--- config.mk ---
export PLATFORM = sky130hd
export DESIGN_NAME = led_blink_ctrl
export DESIGN_NICKNAME = d
export VERILOG_FILES = /design/src/rtl/led_ctrl_pkg.sv /design/src/rtl/led_blink_ctrl_tick_gen.sv /design/src/rtl/led_blink_ctrl.sv
export SDC_FILE = /design/constraint.sdc
export NUM_CORES = 1
export LEC_CHECK = 0
export ABC_AREA = 1
export BUFFER_PORTS_ARGS = -buffer_cell sky130_fd_sc_hd__buf_2
export CORE_UTILIZATION = 46
export CTS_CLUSTER_DIAMETER = 80
export DETAILED_ROUTE_END_ITERATION = 7
export HOLD_SLACK_MARGIN = 0.1
export PLACE_DENSITY_LB_ADDON = 0.08
export SKIP_LAST_GASP = 1
export SYNTH_ARGS = -nofsm -noshare
export SYNTH_HDL_FRONTEND = slang
export SYNTH_SLANG_ARGS = --single-unit
--- constraint.sdc ---
create_clock -name clk -period 3 [get_ports clk]
set_input_delay 0 -clock clk [delete_from_list [all_inputs] [get_ports clk]]
set_output_delay 0 -clock clk [all_outputs]
set_load 0.005 [all_outputs]
--- src/rtl/led_ctrl_pkg.sv ---
// Shared types and parameter defaults for the multi-channel LED blink controller.
package led_ctrl_pkg;

  localparam int unsigned DEF_NUM_CH   = 4;
  localparam int unsigned DEF_PRESCALE = 50;
  localparam int unsigned DEF_CNT_W    = 8;

  typedef enum logic [1:0] {
    IDLE = 2'd0,
    ON   = 2'd1,
    OFF  = 2'd2
  } ch_state_e;

endpackage

--- src/rtl/led_blink_ctrl_tick_gen.sv ---
// Free-running prescaler: counts 0..PRESCALE and flags the terminal count as a tick.
module tick_gen
  import led_ctrl_pkg::*;
#(
  parameter int unsigned PRESCALE = DEF_PRESCALE
) (
  input  logic clk,
  input  logic reset,
  output logic tick
);

  localparam int unsigned CW = (PRESCALE > 0) ? $clog2(PRESCALE + 1) : 1;

  logic [CW-1:0] r_cnt;
  logic          w_wrap;

  assign w_wrap = (r_cnt == CW'(PRESCALE));
  assign tick   = w_wrap;

  always_ff @(posedge clk) begin
    if (reset)       r_cnt <= '0;
    else if (w_wrap) r_cnt <= '0;
    else             r_cnt <= r_cnt + CW'(1);
  end

endmodule

--- src/rtl/led_blink_ctrl.sv ---
// NUM_CH independent on/off blink sequencers sharing one free-running tick prescaler.
module led_blink_ctrl
  import led_ctrl_pkg::*;
#(
  parameter int unsigned NUM_CH   = DEF_NUM_CH,
  parameter int unsigned PRESCALE = DEF_PRESCALE,
  parameter int unsigned CNT_W    = DEF_CNT_W,
  localparam int unsigned CH_W    = (NUM_CH > 1) ? $clog2(NUM_CH) : 1
) (
  input  logic              clk,
  input  logic              reset,
  input  logic              cfg_valid,
  output logic              cfg_ready,
  input  logic [CH_W-1:0]   cfg_ch,
  input  logic [CNT_W-1:0]  cfg_on,
  input  logic [CNT_W-1:0]  cfg_off,
  input  logic [CNT_W-1:0]  cfg_repeat,
  input  logic [NUM_CH-1:0] stop,
  output logic [NUM_CH-1:0] led,
  output logic [NUM_CH-1:0] busy,
  output logic [NUM_CH-1:0] done
);

  localparam int unsigned RDY_W = 2 ** CH_W;

  logic              w_tick;
  logic [NUM_CH-1:0] w_rdy;
  logic [RDY_W-1:0]  w_rdy_all;

  function automatic logic [CNT_W-1:0] f_at_least_one(input logic [CNT_W-1:0] v);
    return (v == '0) ? CNT_W'(1) : v;
  endfunction

  tick_gen #(.PRESCALE(PRESCALE)) u_tick (
    .clk   (clk),
    .reset (reset),
    .tick  (w_tick)
  );

  // Padded so an unused cfg_ch code reads as not-ready.
  assign w_rdy_all = RDY_W'(w_rdy);
  assign cfg_ready = w_rdy_all[cfg_ch];

  for (genvar i = 0; i < NUM_CH; i++) begin : g_ch
    ch_state_e        r_state, w_state_nxt;
    logic [CNT_W-1:0] r_phase, w_phase_nxt;
    logic [CNT_W-1:0] r_rep,   w_rep_nxt;
    logic [CNT_W-1:0] r_on,    w_on_nxt;
    logic [CNT_W-1:0] r_off,   w_off_nxt;
    logic             r_forever, w_forever_nxt;
    logic             w_done_nxt, w_acc;
    logic             r_led, r_busy, r_done;

    assign w_rdy[i] = (r_state == IDLE) && !stop[i];
    assign w_acc    = cfg_valid && cfg_ready && (cfg_ch == CH_W'(i));
    assign led[i]   = r_led;
    assign busy[i]  = r_busy;
    assign done[i]  = r_done;

    always_comb begin
      w_state_nxt   = r_state;
      w_phase_nxt   = r_phase;
      w_rep_nxt     = r_rep;
      w_on_nxt      = r_on;
      w_off_nxt     = r_off;
      w_forever_nxt = r_forever;
      w_done_nxt    = 1'b0;
      if (stop[i]) begin
        w_state_nxt   = IDLE;
        w_phase_nxt   = '0;
        w_rep_nxt     = '0;
        w_on_nxt      = '0;
        w_off_nxt     = '0;
        w_forever_nxt = 1'b0;
      end else begin
        case (r_state)
          IDLE: begin
            if (w_acc) begin
              w_state_nxt   = ON;
              w_phase_nxt   = f_at_least_one(cfg_on);
              w_rep_nxt     = cfg_repeat;
              w_on_nxt      = cfg_on;
              w_off_nxt     = cfg_off;
              w_forever_nxt = (cfg_repeat == '0);
            end
          end
          ON, OFF: begin
            if (w_tick) begin
              if (r_phase != CNT_W'(1)) begin
                w_phase_nxt = r_phase - CNT_W'(1);
              end else if ((r_state == ON) && (r_off != '0)) begin
                w_state_nxt = OFF;
                w_phase_nxt = r_off;
              end else if (r_forever || (r_rep > CNT_W'(1))) begin
                // An ON with zero off length falls through here as if its OFF ended.
                w_state_nxt = ON;
                w_phase_nxt = f_at_least_one(r_on);
                if (!r_forever) w_rep_nxt = r_rep - CNT_W'(1);
              end else begin
                w_state_nxt   = IDLE;
                w_phase_nxt   = '0;
                w_rep_nxt     = '0;
                w_on_nxt      = '0;
                w_off_nxt     = '0;
                w_forever_nxt = 1'b0;
                w_done_nxt    = 1'b1;
              end
            end
          end
          default: w_state_nxt = IDLE;
        endcase
      end
    end

    // Outputs are registered from the next state so they track r_state exactly.
    always_ff @(posedge clk) begin
      if (reset) begin
        r_state   <= IDLE;
        r_phase   <= '0;
        r_rep     <= '0;
        r_on      <= '0;
        r_off     <= '0;
        r_forever <= 1'b0;
        r_led     <= 1'b0;
        r_busy    <= 1'b0;
        r_done    <= 1'b0;
      end else begin
        r_state   <= w_state_nxt;
        r_phase   <= w_phase_nxt;
        r_rep     <= w_rep_nxt;
        r_on      <= w_on_nxt;
        r_off     <= w_off_nxt;
        r_forever <= w_forever_nxt;
        r_led     <= (w_state_nxt == ON);
        r_busy    <= (w_state_nxt != IDLE);
        r_done    <= w_done_nxt;
      end
    end
  end

endmodule

==> run metrics, run 1 <==
Mapped Cells 1654; clk sink count 158; area leader, netlist dfxtp_1; Synthesized Nets 1717; DR vias 10300; std cell rows 54; fillcell total 2259; initial DRC count 753; Die W 152 um; flop2flop setup slack 0.62 ns; HPWL after DPL 21500 um; Synth Area per Inst 6.28 sq um; H-tree levels 4; unique cell type count in the Yosys netlist 43; Storage cell area 3160 sq um; most frequent cell after synthesis nand2_1; synthesized flop and latch total 158; synthesized cell area 10400 sq um; Clock transition at path regs 0.07 ns; worst hold endpoint g_ch[3].r_led; CP Data Required Time 3.33 ns; total grt overflow 0; number of hold buffers added after CTS 25; Slew HR 45.3%; Synth Flop Type dfxtp_1; top-level I/O count 46; final core utilization 52.6%; CP Class reg2reg; fin nets 1754; final setup TNS 0 ns; Hold Path Origin cfg_ch[0]; vias in the first global route 9345; CTS tree yes; CTS buffer count 17; crit path capture type flop; core area 22000 sq um; status complete, but fails checks; Post-Synth Simple-Gate Area 43.0%; WHS Path Cells 7; antenna violations before repair 0; pwr dens 454 nW/um^2; layout cells sized above 1 10.2%; post-synthesis sequential area ratio 30.4%; DRC violations left 3; area of the multi-input gates 6050 sq um; Initial Util 47.3%; # diodes 0; wire per inst 15.3 um; post-synthesis adder-cell area fraction 3.61%; Die H 152 um; CP arrival 2.71 ns; antenna-violating nets left 0; DRT Wirelength 30400 um; Post-synth EDFFs 0; root buffer cell clkbuf_16; insertion delay to the later sink of the worst-skew pair 0.43 ns; global-route wire length before repair 49000 um; yosys warns 0; pin count of the biggest net entering global routing 33; Final Hold Violating Endpoints 0; skew final 0.0111 ns; post-cts resize count 0; Max Slew Vio Count 0; Async SR Flop Fraction 0%; total global-route track usage 26.4%; post-synthesis compound-gate area fraction 9.30%; worst reg2reg endpoint g_ch[1].r_phase[3]; top cell type's share of synthesized area 30.4%; mux contribution to synthesized area 0%; port buffer count 45; HP Class in2reg; Max Root-Sink Buffers 2; drt pass-1 iters 7; area grow syn2layout 11.1%; placer congestion estimate 0.892; Post-synth top cells nand2_1 (458), nor2_1 (218), nand3_1 (205), inv_1 (170), dfxtp_1 (158); crit path max fanout 19; Max-cap violations 0; largest family of logic cells by synthesized area simple AND/OR/NAND/NOR gates; post-route cell area 11500 sq um; routed vias/inst 5.19; maximum vdd ir drop 390 uV; Final min period 2.38 ns; Fmax 0.420 GHz; r2r startpoint g_ch[1].r_state[0]; RSZ-0062 raised after global routing no; xor-xnor portion of the synthesized cell area 2.28%; Post-Place Cell Area 10700 sq um; failing checks DRC; top post-synthesis cells by area dfxtp_1 (30%), nand2_1 (17%), nand3_1 (9.9%), nor2_1 (7.9%), a21oi_1 (6.2%); R2R cell count 10; leakage power 5.37 nW; die area 23200 sq um; Startpoint Class flop; Overall Power 5.24 mW; post-CTS setup buffers 0; fin crit share 79.3%; final setup fails 0; worst slew pin tran 0.820 ns
-- how the worst max path moves through the flow --
stage	from	to	slack (ns)
finish	g_ch[1].r_state[0]	g_ch[1].r_phase[3]	0.62
global route	g_ch[2].r_state[0]	g_ch[2].r_off[0]	0.43
floorplan	g_ch[1].r_state[0]	g_ch[1].r_off[5]	1.19
CTS	g_ch[1].r_state[0]	g_ch[1].r_phase[3]	0.63
global placement	g_ch[1].r_state[0]	g_ch[1].r_phase[1]	0.72
detailed placement	g_ch[1].r_state[0]	g_ch[1].r_phase[3]	0.63
-- critical path, stage by stage, from the launching register on --
cell and delay, ns:
dfxtp_1 0.36, inv_1 0.08, ha_1 0.62, inv_2 0.06
or2_2 0.31, nand2_4 0.21, nand2_2 0.20, inv_1 0.21
nand3_1 0.12, nand2_1 0.07, inv_1 0.04
-- flip-flops by register name, summed over array words and instances (netlist names) --
name,flops
g_ch.r_forever,4
g_ch.r_led,4
g_ch.r_busy,4
g_ch.r_phase,32
g_ch.r_on,32
g_ch.r_state,8
g_ch.r_rep,32
g_ch.r_done,4
g_ch.r_off,32
u_tick.r_cnt,6
-- report_power, final --
group	internal (mW)	switching [mW]	leakage, nW
clock network	1.50	0.921	0.315
logic	0.219	0.437	3.78
registers	2.13	0.0292	1.28
total	3.85	1.39	5.37
-- cells in the final DEF, fill, tap and decap left out, types with 6 or more instances in the layout --
cell type and instances:
xnor2_1 9, o22ai_1 8, a21oi_1 129, nand2_1 458, dlygate4sd3_1 25, inv_1 170, clkbuf_16 17, xor2_1 18
ha_1 30, nand3_1 205, nor3_1 10, a21oi_2 6, nor2_2 12, inv_2 8, buf_4 23, nor2_1 218
dfxtp_1 158, nand4_1 32, clkinv_1 6, nand2_2 15, o21ai_0 27, nand3_2 7, or2_2 6, nand2_4 9
buf_2 45
-- per-layer routing --
layer  global-route usage [%]  routed length, um  vias up
met1                     35.7              14400     4650
met3                     4.29               1480       38
met5                        0                  0        -
met2                     42.4              13800      272
met4                     9.28                767        0
li1                         -                  -     5345
-- stage by stage --
step	setup WS [ns]	std cells	hold WS (ns)
after CTS	0.628	1984	0.151
after floorplan	1.19	1654	0.117
after global placement	0.719	1927	0.286
after global routing	0.427	1984	0.175
after detailed placement	0.633	1927	0.272
final	0.620	1984	0.167
-- kinds of logic (layout without fill, tap and decap cells) --
family / Yosys count / in the layout
flip-flops: 158 / 158
XOR/XNOR: 27 / 27
buffers and inverters: 260 / 310
AO/OA/AOI/OAI: 182 / 182
AND/OR/NAND/NOR: 997 / 997
adder cells (fa/ha/maj): 30 / 30
-- cell type report --
class                      instances  share of cell area, %
clock buffer                      21                   3.90
clock inverter                    11                   1.63
inverter                         185                   6.04
multi-input combinational       1236                   52.4
sequential                       158                   27.4
tap                              280                   3.04
timing repair buffer              93                   5.62
Note: power is estimated with default switching activity, not from simulation.
==> run 2: changes to the inputs <==
Clock period 3 ns to 2.29 ns, I/O delays scaled along.
==> run metrics, run 2 (synthesized netlist as in run 1, its figures left out) <==
status complete, but fails checks; failing checks DRC; CP Data Required Time 2.61 ns; fin crit share 91.0%; crit path capture type flop; fillcell total 2268; pwr dens 561 nW/um^2; CP top delay family simple AND/OR/NAND/NOR gates; R2R cell count 12; crit path max fanout 22; Storage cell area 3160 sq um; Most common cell on crit path nand2_1; CP arrival 2.40 ns; post-cts resize count 0; layout cells sized above 1 11.6%; worst reg2reg endpoint g_ch[1].r_on[3]; worst slew pin tran 0.746 ns; Max Slew Vio Count 0; most frequent cells in the layout nand2_1 (458), nor2_1 (218), nand3_1 (205); Crit path largest cell delay 0.33 ns; flop2flop setup slack 0.21 ns; global-route wire length before repair 50600 um; Overall Power 6.54 mW; die area 23200 sq um; RSZ-0062 raised after global routing no; slowest CP cell dfxtp_1; placer congestion estimate 0.917; Buf+Inv Stages, Crit Path 2; CP Class reg2reg; core area 22000 sq um; final hold slack 0.0940 ns; Die W 152 um; DR vias 10600; DP Cell Count 1951; CTS tree yes; vias in the first global route 9684; crit path cell chain inv_1 -> ha_1 -> nand2_1 -> nand2_1 -> nand2_2 -> nor2_8 -> nand3_4 -> nand2_4 -> buf_4 -> nand2_2 -> nand2_1 -> a21oi_1; Die H 152 um; DRC violations left 3; r2r startpoint g_ch[2].r_state[0]; Max Root-Sink Buffers 2; Startpoint Class flop; initial DRC count 739; Final Hold Violating Endpoints 0; worst slack at placement 0.210 ns; area grow syn2layout 12.2%; drt pass-1 iters 8; CTS buffer count 17; final setup fails 0; wire per inst 15.5 um; insertion delay to the later sink of the worst-skew pair 0.44 ns; antenna-violating nets left 0; HPWL after DPL 22600 um; DRT Wirelength 31100 um; antenna violations before repair 0; H-tree levels 4; most common cell after layout, fill and taps aside nand2_1; WHS Path Cells 3; final setup TNS 0 ns; clk sink count 158; final core utilization 53.1%; Layout Cells excl Fill 2006; maximum vdd ir drop 363 uV; top-level I/O count 46; final worst slack 0.206 ns; # diodes 0; Fmax 0.480 GHz; Post-Place Cell Area 10900 sq um; root buffer cell clkbuf_16; port buffer count 45; total grt overflow 0; Max-cap violations 0; worst hold endpoint u_tick.r_cnt[4]; pin count of the biggest net entering global routing 39; std cell rows 54; post-route cell area 11700 sq um; Hold Path Origin reset; area of the multi-input gates 6050 sq um; fin nets 1776; Final min period 2.08 ns; leakage power 5.45 nW; Initial Util 47.3%; total global-route track usage 27.4%; skew final 0.00995 ns; routed vias/inst 5.26; HP Class in2reg; Clock transition at path regs 0.07 ns; Slew HR 49.8%
==> run 2: cell types whose count changed in the layout (fill, tap and decap cells not counted), moves of 2 or more <==
| cell | change |
|---|---|
| buf_12 | +2 |
| buf_4 | +22 |
| bufinv_16 | -4 |
| clkbuf_1 | -2 |
| clkinv_4 | +3 |
| clkinvlp_4 | +2 |
| dlygate4sd3_1 | -2 |
==> run 2: area by class of cell <==
cell class | count | share of cell area, %
clock buffer | 20 | 3.92
sequential | 158 | 27.1
inverter | 185 | 5.98
clock inverter | 12 | 0.966
tap | 280 | 3.00
multi-input combinational | 1236 | 51.9
timing repair buffer | 115 | 7.15
==> run 2: worst max-delay path by stage <==
| stage | slack, ns | start | endpoint | depth (start not counted) |
|---|---|---|---|---|
| floorplan | 0.48 | g_ch[1].r_state[0] | g_ch[1].r_off[5] | 10 |
| global placement | 0.23 | u_tick.r_cnt[0] | g_ch[3].r_rep[6] | 10 |
| detailed placement | 0.21 | g_ch[2].r_state[0] | g_ch[0].r_phase[6] | 13 |
| CTS | 0.21 | u_tick.r_cnt[0] | g_ch[3].r_rep[6] | 10 |
| global route | 0.05 | g_ch[2].r_state[1] | g_ch[1].r_rep[6] | 13 |
| finish | 0.21 | g_ch[2].r_state[0] | g_ch[1].r_on[3] | 12 |
==> run 2: layer usage <==
layer | track usage (%) | wire length [um] | vias up
li1 | - | - | 5396
met1 | 36.7 | 14400 | 4814
met2 | 44.2 | 14100 | 287
met3 | 4.24 | 1710 | 54
met4 | 10.5 | 861 | 0
met5 | 0 | 0 | -
==> run 2: worst min-delay path, stage by stage <==
cell    delay [ns]
buf_2         0.22
or2_2         0.22
nor2_1        0.05
==> run 2: what timing repair did <==
| action | CTS | global route |
|---|---|---|
| buffers inserted | 0 | 0 |
| endpoints found under the hold margin | 96 | 0 |
| setup endpoints to repair | 0 | 0 |
| hold buffers | 23 | 0 |
==> run 2: power by group <==
part           internal [mW]  switching, mW  total [mW]
Combinational          0.307          0.583       0.890
Clock                   1.56           1.25        2.81
Sequential              2.79         0.0393        2.83
==> run 3: changes to the inputs <==
Settings changed: REMOVE_ABC_BUFFERS from default to 1.
==> run metrics, run 3 (synthesized netlist as in run 1, its figures left out) <==
DRC violations left 3; area grow syn2layout 13.0%; Final Hold Violating Endpoints 0; worst slew pin tran 0.636 ns; most frequent cells in the layout nand2_1 (458), nor2_1 (218), nand3_1 (205); pwr dens 560 nW/um^2; CP Data Required Time 2.62 ns; antenna-violating nets left 0; Crit path largest cell delay 0.33 ns; antenna violations before repair 0; layout cells sized above 1 11.9%; placer congestion estimate 0.915; crit path cell chain inv_1 -> ha_1 -> nand2_1 -> nand2_1 -> nand2_2 -> nor2_8 -> nand3_2 -> nand2_4 -> nand2_2 -> inv_2 -> nand3_1 -> nand2_1 -> inv_1; Slew HR 57.4%; Post-Place Cell Area 10900 sq um; final core utilization 53.5%; CP top delay family simple AND/OR/NAND/NOR gates; Clock transition at path regs 0.06 ns; HPWL after DPL 21800 um; H-tree levels 4; drt pass-1 iters 8; Overall Power 6.58 mW; initial DRC count 719; core area 22000 sq um; slowest CP cell dfxtp_1; Most common cell on crit path nand2_1; fin crit share 91.3%; total grt overflow 0; top-level I/O count 46; wire per inst 15.0 um; worst slack at placement 0.173 ns; # diodes 0; status complete, but fails checks; HP Class in2reg; maximum vdd ir drop 464 uV; Final min period 2.09 ns; insertion delay to the later sink of the worst-skew pair 0.44 ns; Fmax 0.478 GHz; pin count of the biggest net entering global routing 37; CTS buffer count 17; Initial Util 47.3%; skew final 0.00998 ns; vias in the first global route 9491; DR vias 10500; routed vias/inst 5.21; Die W 152 um; post-route cell area 11700 sq um; DRT Wirelength 30200 um; CP arrival 2.42 ns; clk sink count 158; most common cell after layout, fill and taps aside nand2_1; RSZ-0062 raised after global routing yes; failing checks DRC; Max-cap violations 0; leakage power 5.47 nW; final worst slack 0.199 ns; CP Class reg2reg; Startpoint Class flop; Die H 152 um; Max Slew Vio Count 0; global-route wire length before repair 49000 um; final setup fails 0; total global-route track usage 26.3%; Buf+Inv Stages, Crit Path 3; Max Root-Sink Buffers 2; fin nets 1781; crit path max fanout 15; crit path capture type flop; final setup TNS 0 ns; root buffer cell clkbuf_16; std cell rows 54; die area 23200 sq um; CTS tree yes; port buffer count 45
==> run 3: power by group <==
group	internal, mW	switching [mW]	total, mW
clock	1.64	1.22	2.85
combinational	0.315	0.577	0.892
sequential	2.80	0.0375	2.83
total	4.75	1.83	6.58
==> run 3: what timing repair did <==
| action | 4_1_cts | 5_1_grt |
|---|---|---|
| buffers inserted | 0 | 2 |
| gates resized for setup | 0 | 2 |
| endpoints found under the setup margin | 0 | 16 |
| hold endpoints to repair | 112 | 0 |
| hold buffers | 23 | 0 |
==> run 3: worst reg2reg max path, delay by kind of cell (launching register included) <==
kind | cells | cell delay, ns
AND/OR/NAND/NOR | 9 | 1.14
adder cells (fa/ha/maj) | 1 | 0.22
buffers and inverters | 3 | 0.31
flip-flops | 1 | 0.33
==> run 3: worst paths after layout <==
path                             end          startpoint  cells past startpoint  slack [ns]
setup reg to reg  g_ch[0].r_phase[0]  g_ch[2].r_state[0]                     13        0.20
setup / recovery  g_ch[0].r_phase[0]  g_ch[2].r_state[0]                     13        0.20
hold / removal         g_ch[3].r_led           cfg_valid                      5        0.12
hold reg to reg      u_tick.r_cnt[0]     u_tick.r_cnt[0]                      1        0.47
==> run 3: stage by stage <==
step                      hold slack [ns]  std cells
after floorplan                     0.117       1579
after global placement              0.279       1952
after detailed placement            0.278       1952
after CTS                           0.110       2007
after global routing                0.122       2011
final                               0.115       2011
==> run 3: layout make-up <==
cell class                      count  area [sq um]
Inverter                          185           697
Sequential cell                   158          3160
Clock buffer                       19           443
Tap cell                          280           350
Fill cell                        2316         10200
Multi-Input combinational cell   1238          6060
Timing Repair Buffer              118           885
Clock inverter                     13           141
==> run 3: routing by layer <==
metal / vias to the layer above / track usage, % / wire, um
met5: - / 0 / 0
met4: 0 / 12.1 / 1180
met3: 68 / 2.87 / 1280
met2: 262 / 41.8 / 13400
met1: 4731 / 35.8 / 14300
li1: 5411 / - / -
